`src/rtl/counter_read_seq.sv`:
```
// Burst reader: on a Start rising edge, reads DEPTH words from a sync-read buffer
// and hands each one to a valid/ready consumer, then pulses Done.
//
// state | meaning
// IDLE  | waiting for a Start rising edge
// READ  | issuing buffer reads and presenting words downstream
// DONE  | one-cycle Done pulse, Busy low, then back to IDLE
module counter_read_seq #(
  parameter int DEPTH = 8,
  parameter int AW    = 3,
  parameter int DW    = 8
) (
  input  logic          clk,
  input  logic          rst,
  input  logic          Start,
  output logic          ReadEn,
  output logic [AW-1:0] ReadAddr,
  input  logic [DW-1:0] ReadData,
  output logic [DW-1:0] DataOut,
  output logic          DataValid,
  input  logic          DataReady,
  output logic          Busy,
  output logic          Done,
  output logic          Overrun
);

  typedef enum logic [1:0] {IDLE, READ, DONE} state_t;

  localparam logic [AW:0] DEPTH_IDX = (AW+1)'(DEPTH);

  state_t      state, state_nxt;
  logic [AW:0] idx;
  logic        pend;
  logic        start_d;
  logic        start_edge;
  logic        issue;
  logic        xfer;

  assign start_edge = Start & ~start_d;
  assign xfer       = DataValid & DataReady;
  // Only one read in flight, and only when the output slot is (or is about to be) free.
  assign issue      = (state == READ) & ~pend & (~DataValid | DataReady) & (idx < DEPTH_IDX);

  always_ff @(posedge clk) begin
    if (rst) state <= IDLE;
    else     state <= state_nxt;
  end

  always_comb begin
    state_nxt = state;
    ReadEn    = 1'b0;
    ReadAddr  = '0;
    Busy      = 1'b0;
    Done      = 1'b0;
    case (state)
      IDLE: if (start_edge) state_nxt = READ;
      READ: begin
        Busy   = 1'b1;
        ReadEn = issue;
        if (issue) ReadAddr = idx[AW-1:0];
        if ((idx == DEPTH_IDX) && !pend && xfer) state_nxt = DONE;
      end
      DONE: begin
        Done      = 1'b1;
        state_nxt = IDLE;
      end
      default: state_nxt = IDLE;
    endcase
  end

  always_ff @(posedge clk) begin
    if (rst) begin
      idx       <= '0;
      pend      <= 1'b0;
      start_d   <= 1'b0;
      DataOut   <= '0;
      DataValid <= 1'b0;
      Overrun   <= 1'b0;
    end else begin
      start_d <= Start;
      if (start_edge && (state != IDLE)) Overrun <= 1'b1;

      if ((state == IDLE) && start_edge) begin
        idx  <= '0;
        pend <= 1'b0;
      end else if (issue) begin
        idx  <= idx + 1'b1;
        pend <= 1'b1;
      end else if (pend) begin
        pend <= 1'b0;
      end

      // Data lands one cycle after the strobe; the slot is free by then.
      if (pend) begin
        DataOut   <= ReadData;
        DataValid <= 1'b1;
      end else if (xfer) begin
        DataValid <= 1'b0;
      end
    end
  end

endmodule

```
`config.mk`:
```
export PLATFORM = sky130hd
export DESIGN_NAME = counter_read_seq
export DESIGN_NICKNAME = d
export VERILOG_FILES = /design/src/rtl/counter_read_seq.sv
export SDC_FILE = /design/constraint.sdc
export NUM_CORES = 1
export LEC_CHECK = 0
export BUFFER_PORTS_ARGS = -buffer_cell sky130_fd_sc_hd__buf_2
export CAP_MARGIN = 0
export CORE_MARGIN = 3
export CORE_UTILIZATION = 38
export CTS_CLUSTER_SIZE = 24
export DETAILED_ROUTE_END_ITERATION = 10
export GPL_TIMING_DRIVEN = 0
export PLACE_DENSITY_LB_ADDON = 0.1
export SETUP_SLACK_MARGIN = 0.02
export SYNTH_ARGS = -nofsm -noshare
export SYNTH_HDL_FRONTEND = slang
export SYNTH_SLANG_ARGS = --single-unit
```
`constraint.sdc`:
```
create_clock -name clk -period 1.55 [get_ports clk]
set_clock_uncertainty 0.1 [all_clocks]
set_input_delay 0.2325 -clock clk [delete_from_list [all_inputs] [get_ports clk]]
set_output_delay 0.2325 -clock clk [all_outputs]
set_load 0.05 [all_outputs]
```
==> results.py <==
metrics = {
    "die": {
        "start_util": 0.423,
        "io_pins": 28,
        "die_width_um": 51.0,
        "fp.coreArea_um2": 1820,
        "die_h_um": 51.0,
        "rows": 15,
        "dieArea_um2": 2600,
    },
    "outcome": {
        "violations": "negative setup slack",
        "outcome": "complete, but fails checks",
    },
    "worst_setup_path": {
        "r2r_slack_ps": -230,
        "cp_max_fo": 4,
        "critPathArrivalTime_ps": 1570,
        "start_kind": "register",
        "r2r_end": "idx[3]",
        "reg2reg_depth": 6,
        "timing.rr.start": "state[1]",
        "cp.required_ps": 1220,
        "worstSetupPathType": "reg2out",
        "end_kind": "output port",
    },
    "finish": {
        "n_fill_cell": 171,
        "final_cell_mix": "buf_2, dfxtp_1, nor2_1",
        "final_common_cell": "buf_2",
        "layout-drive-gt1-share": 0.426,
        "diodes": 0,
        "utilization": 0.620,
        "regArea_um2": 372,
        "nets": 138,
        "multiInputGateArea_um2": 422,
        "area_growth_pct": 46.4,
        "fin_cells": 147,
    },
    "sta": {
        "whs_ps": 42.8,
        "slew_headroom": 0.731,
        "finalHoldViolations": 0,
        "timing.final.ws_setup_ps": -355,
        "rsz0062_at_grt": "true",
        "fmax_mhz": 525,
        "worstMarginPinSlew_ps": 404,
        "period_needed_ps": 1910,
        "drv_slew": 0,
        "setup_viol": 7,
        "fin_crit_sh": 1.23,
    },
    "routing": {
        "drt_iter0_markers": 4,
        "vias": 711,
        "wl_per_cell_um": 11.6,
        "viasPerCell": 4.84,
        "drt-total-wl_mm": 1.70,
        "route.detailed.drc": 0,
        "drtPass1Iterations": 2,
        "antenna_left": 0,
    },
    "worst_hold_path": {
        "hold-path-endpoint": "start_d",
        "whs_path_depth": 2,
        "holdCritPathClass": "in2reg",
        "hold_path.startpoint": "rst",
    },
    "place": {
        "place_inst": 138,
        "place_ws_ps": -459,
        "place_congestion": 0.793,
        "dp_hpwl_mm": 1.19,
        "portBuffers": 27,
    },
    "grt": {
        "antenna_found_initial": 0,
        "grt_overflow": 0,
        "grt.total_usage": 0.154,
        "grt_pass1_vias": 686,
        "grt_pass1_wl_mm": 2.96,
        "grt_max_degree": 11,
    },
    "synthesis": {
        "synth_warnings": 0,
        "synth_area_um2": 771,
        "syn_nets": 100,
        "synthDistinctLibCells": 26,
        "synth_top_area_share": 0.468,
        "ys_seq_area_frac": 0.468,
        "synth.avg_cell_area_um2": 8.96,
        "synthTopCellsByArea": "dfxtp_1, mux2i_1, nor2_1",
        "yosys_register_bits": 18,
        "yosys.area.top_type": "dfxtp_1",
        "synth_cells": 86,
    },
    "clock_network": {
        "root_buffer": "clkbuf_4",
        "clockBufferDepth": 2,
        "cts.reportedPaths.clkPinSlew_ps": 90,
        "tritoncts": "done",
        "insertion_delay_ps": 290,
        "h-tree-depth": 1,
        "hold_buffers": 0,
        "cts_buffers": 3,
        "cts.sink_count": 18,
    },
    "power": {
        "leakage_nw": 0.482,
        "powerDensity_nw_per_um2": 844,
        "ir_worst_vdd_mv": 0.724,
        "power_uw": 952,
    },
    "flow_run": {
        "drv_cap": 0,
    },
}
-- final cells by class --
type	instances	area share
Clock buffer	3	0.0200
Timing Repair Buffer	34	0.203
Sequential cell	18	0.329
Tap cell	25	0.0277
Buffer	4	0.0266
Inverter	6	0.0200
Multi-Input combinational cell	57	0.374
-- Yosys cell counts --
library cell / count
nor2b_1: 3
and3_1: 1
buf_1: 1
nand4_1: 2
dfxtp_1: 18
a21o_1: 1
and2_1: 1
nand2b_1: 1
inv_1: 6
or3b_1: 1
mux2i_1: 8
nor2_1: 11
nor3_1: 1
nor4_1: 4
buf_2: 1
and2b_1: 1
or4_1: 2
o21ai_0: 2
nand4bb_1: 1
nand2_1: 3
a21oi_1: 6
nand3_1: 2
o31ai_1: 3
ha_1: 2
clkbuf_1: 3
nor3b_1: 1
-- layer usage --
metal  vias to the layer above  wire [um]  global-route usage
met3                         4         85              0.0350
met4                         0         27              0.0807
met1                       316        786               0.184
met5                         -          0                   0
met2                        18        800               0.253
li1                        373          -                   -
-- per-stage QoR --
step                instance area [um2]  setup TNS (ps)
floorplan                           827           -1830
CTS                                1110           -1750
detailed placement                  993           -3860
finish                             1130           -1780
global route                       1130           -2170
global placement                    993           -3870
-- cell families (layout without fill, tap and decap cells) --
family,after synthesis,count (layout),share of synthesized area
AND/OR/NAND/NOR,35,35,0.250
flip-flops,18,18,0.468
AO/OA/AOI/OAI,12,12,0.0909
buffers and inverters,11,47,0.0552
multiplexers,8,8,0.104
adder cells (fa/ha/maj),2,2,0.0325
-- worst max path at each step --
stage	end	slack (ps)	from	cells past startpoint
3_5_place_dp	ReadAddr[1]	-460	pend	4
2_1_floorplan	ReadAddr[2]	-460	state[0]	4
6_report	ReadAddr[2]	-360	state[1]	5
5_1_grt	ReadAddr[2]	-420	state[0]	5
4_1_cts	ReadAddr[2]	-360	state[1]	5
3_3_place_gp	ReadAddr[1]	-480	pend	4
-- critical path, cell delays in order (launching register included) --
cell and delay (ps):
dfxtp_4 350, or3b_4 370, buf_6 150, nor3_4 120, and2_4 170, buf_8 130
-- report_power, final --
part           total [mW]  switching [mW]  internal [mW]
registers           0.496          0.0151          0.481
clock network       0.222           0.132         0.0903
logic               0.234           0.140         0.0937
total               0.952           0.287          0.665
-- registers in the layout (all words and copies together) (netlist names) --
| signal | flops |
|---|---|
| DataOut | 8 |
| idx | 4 |
| state | 2 |
| DataValid | 1 |
| Overrun | 1 |
| pend | 1 |
| start_d | 1 |
-- repair_timing --
item	CTS	global route
buffers inserted	6	2
pin swaps	4	2
setup endpoints to repair	13	9
resized for setup	19	6
cloned	0	0
(Power assumes the default switching activity.)
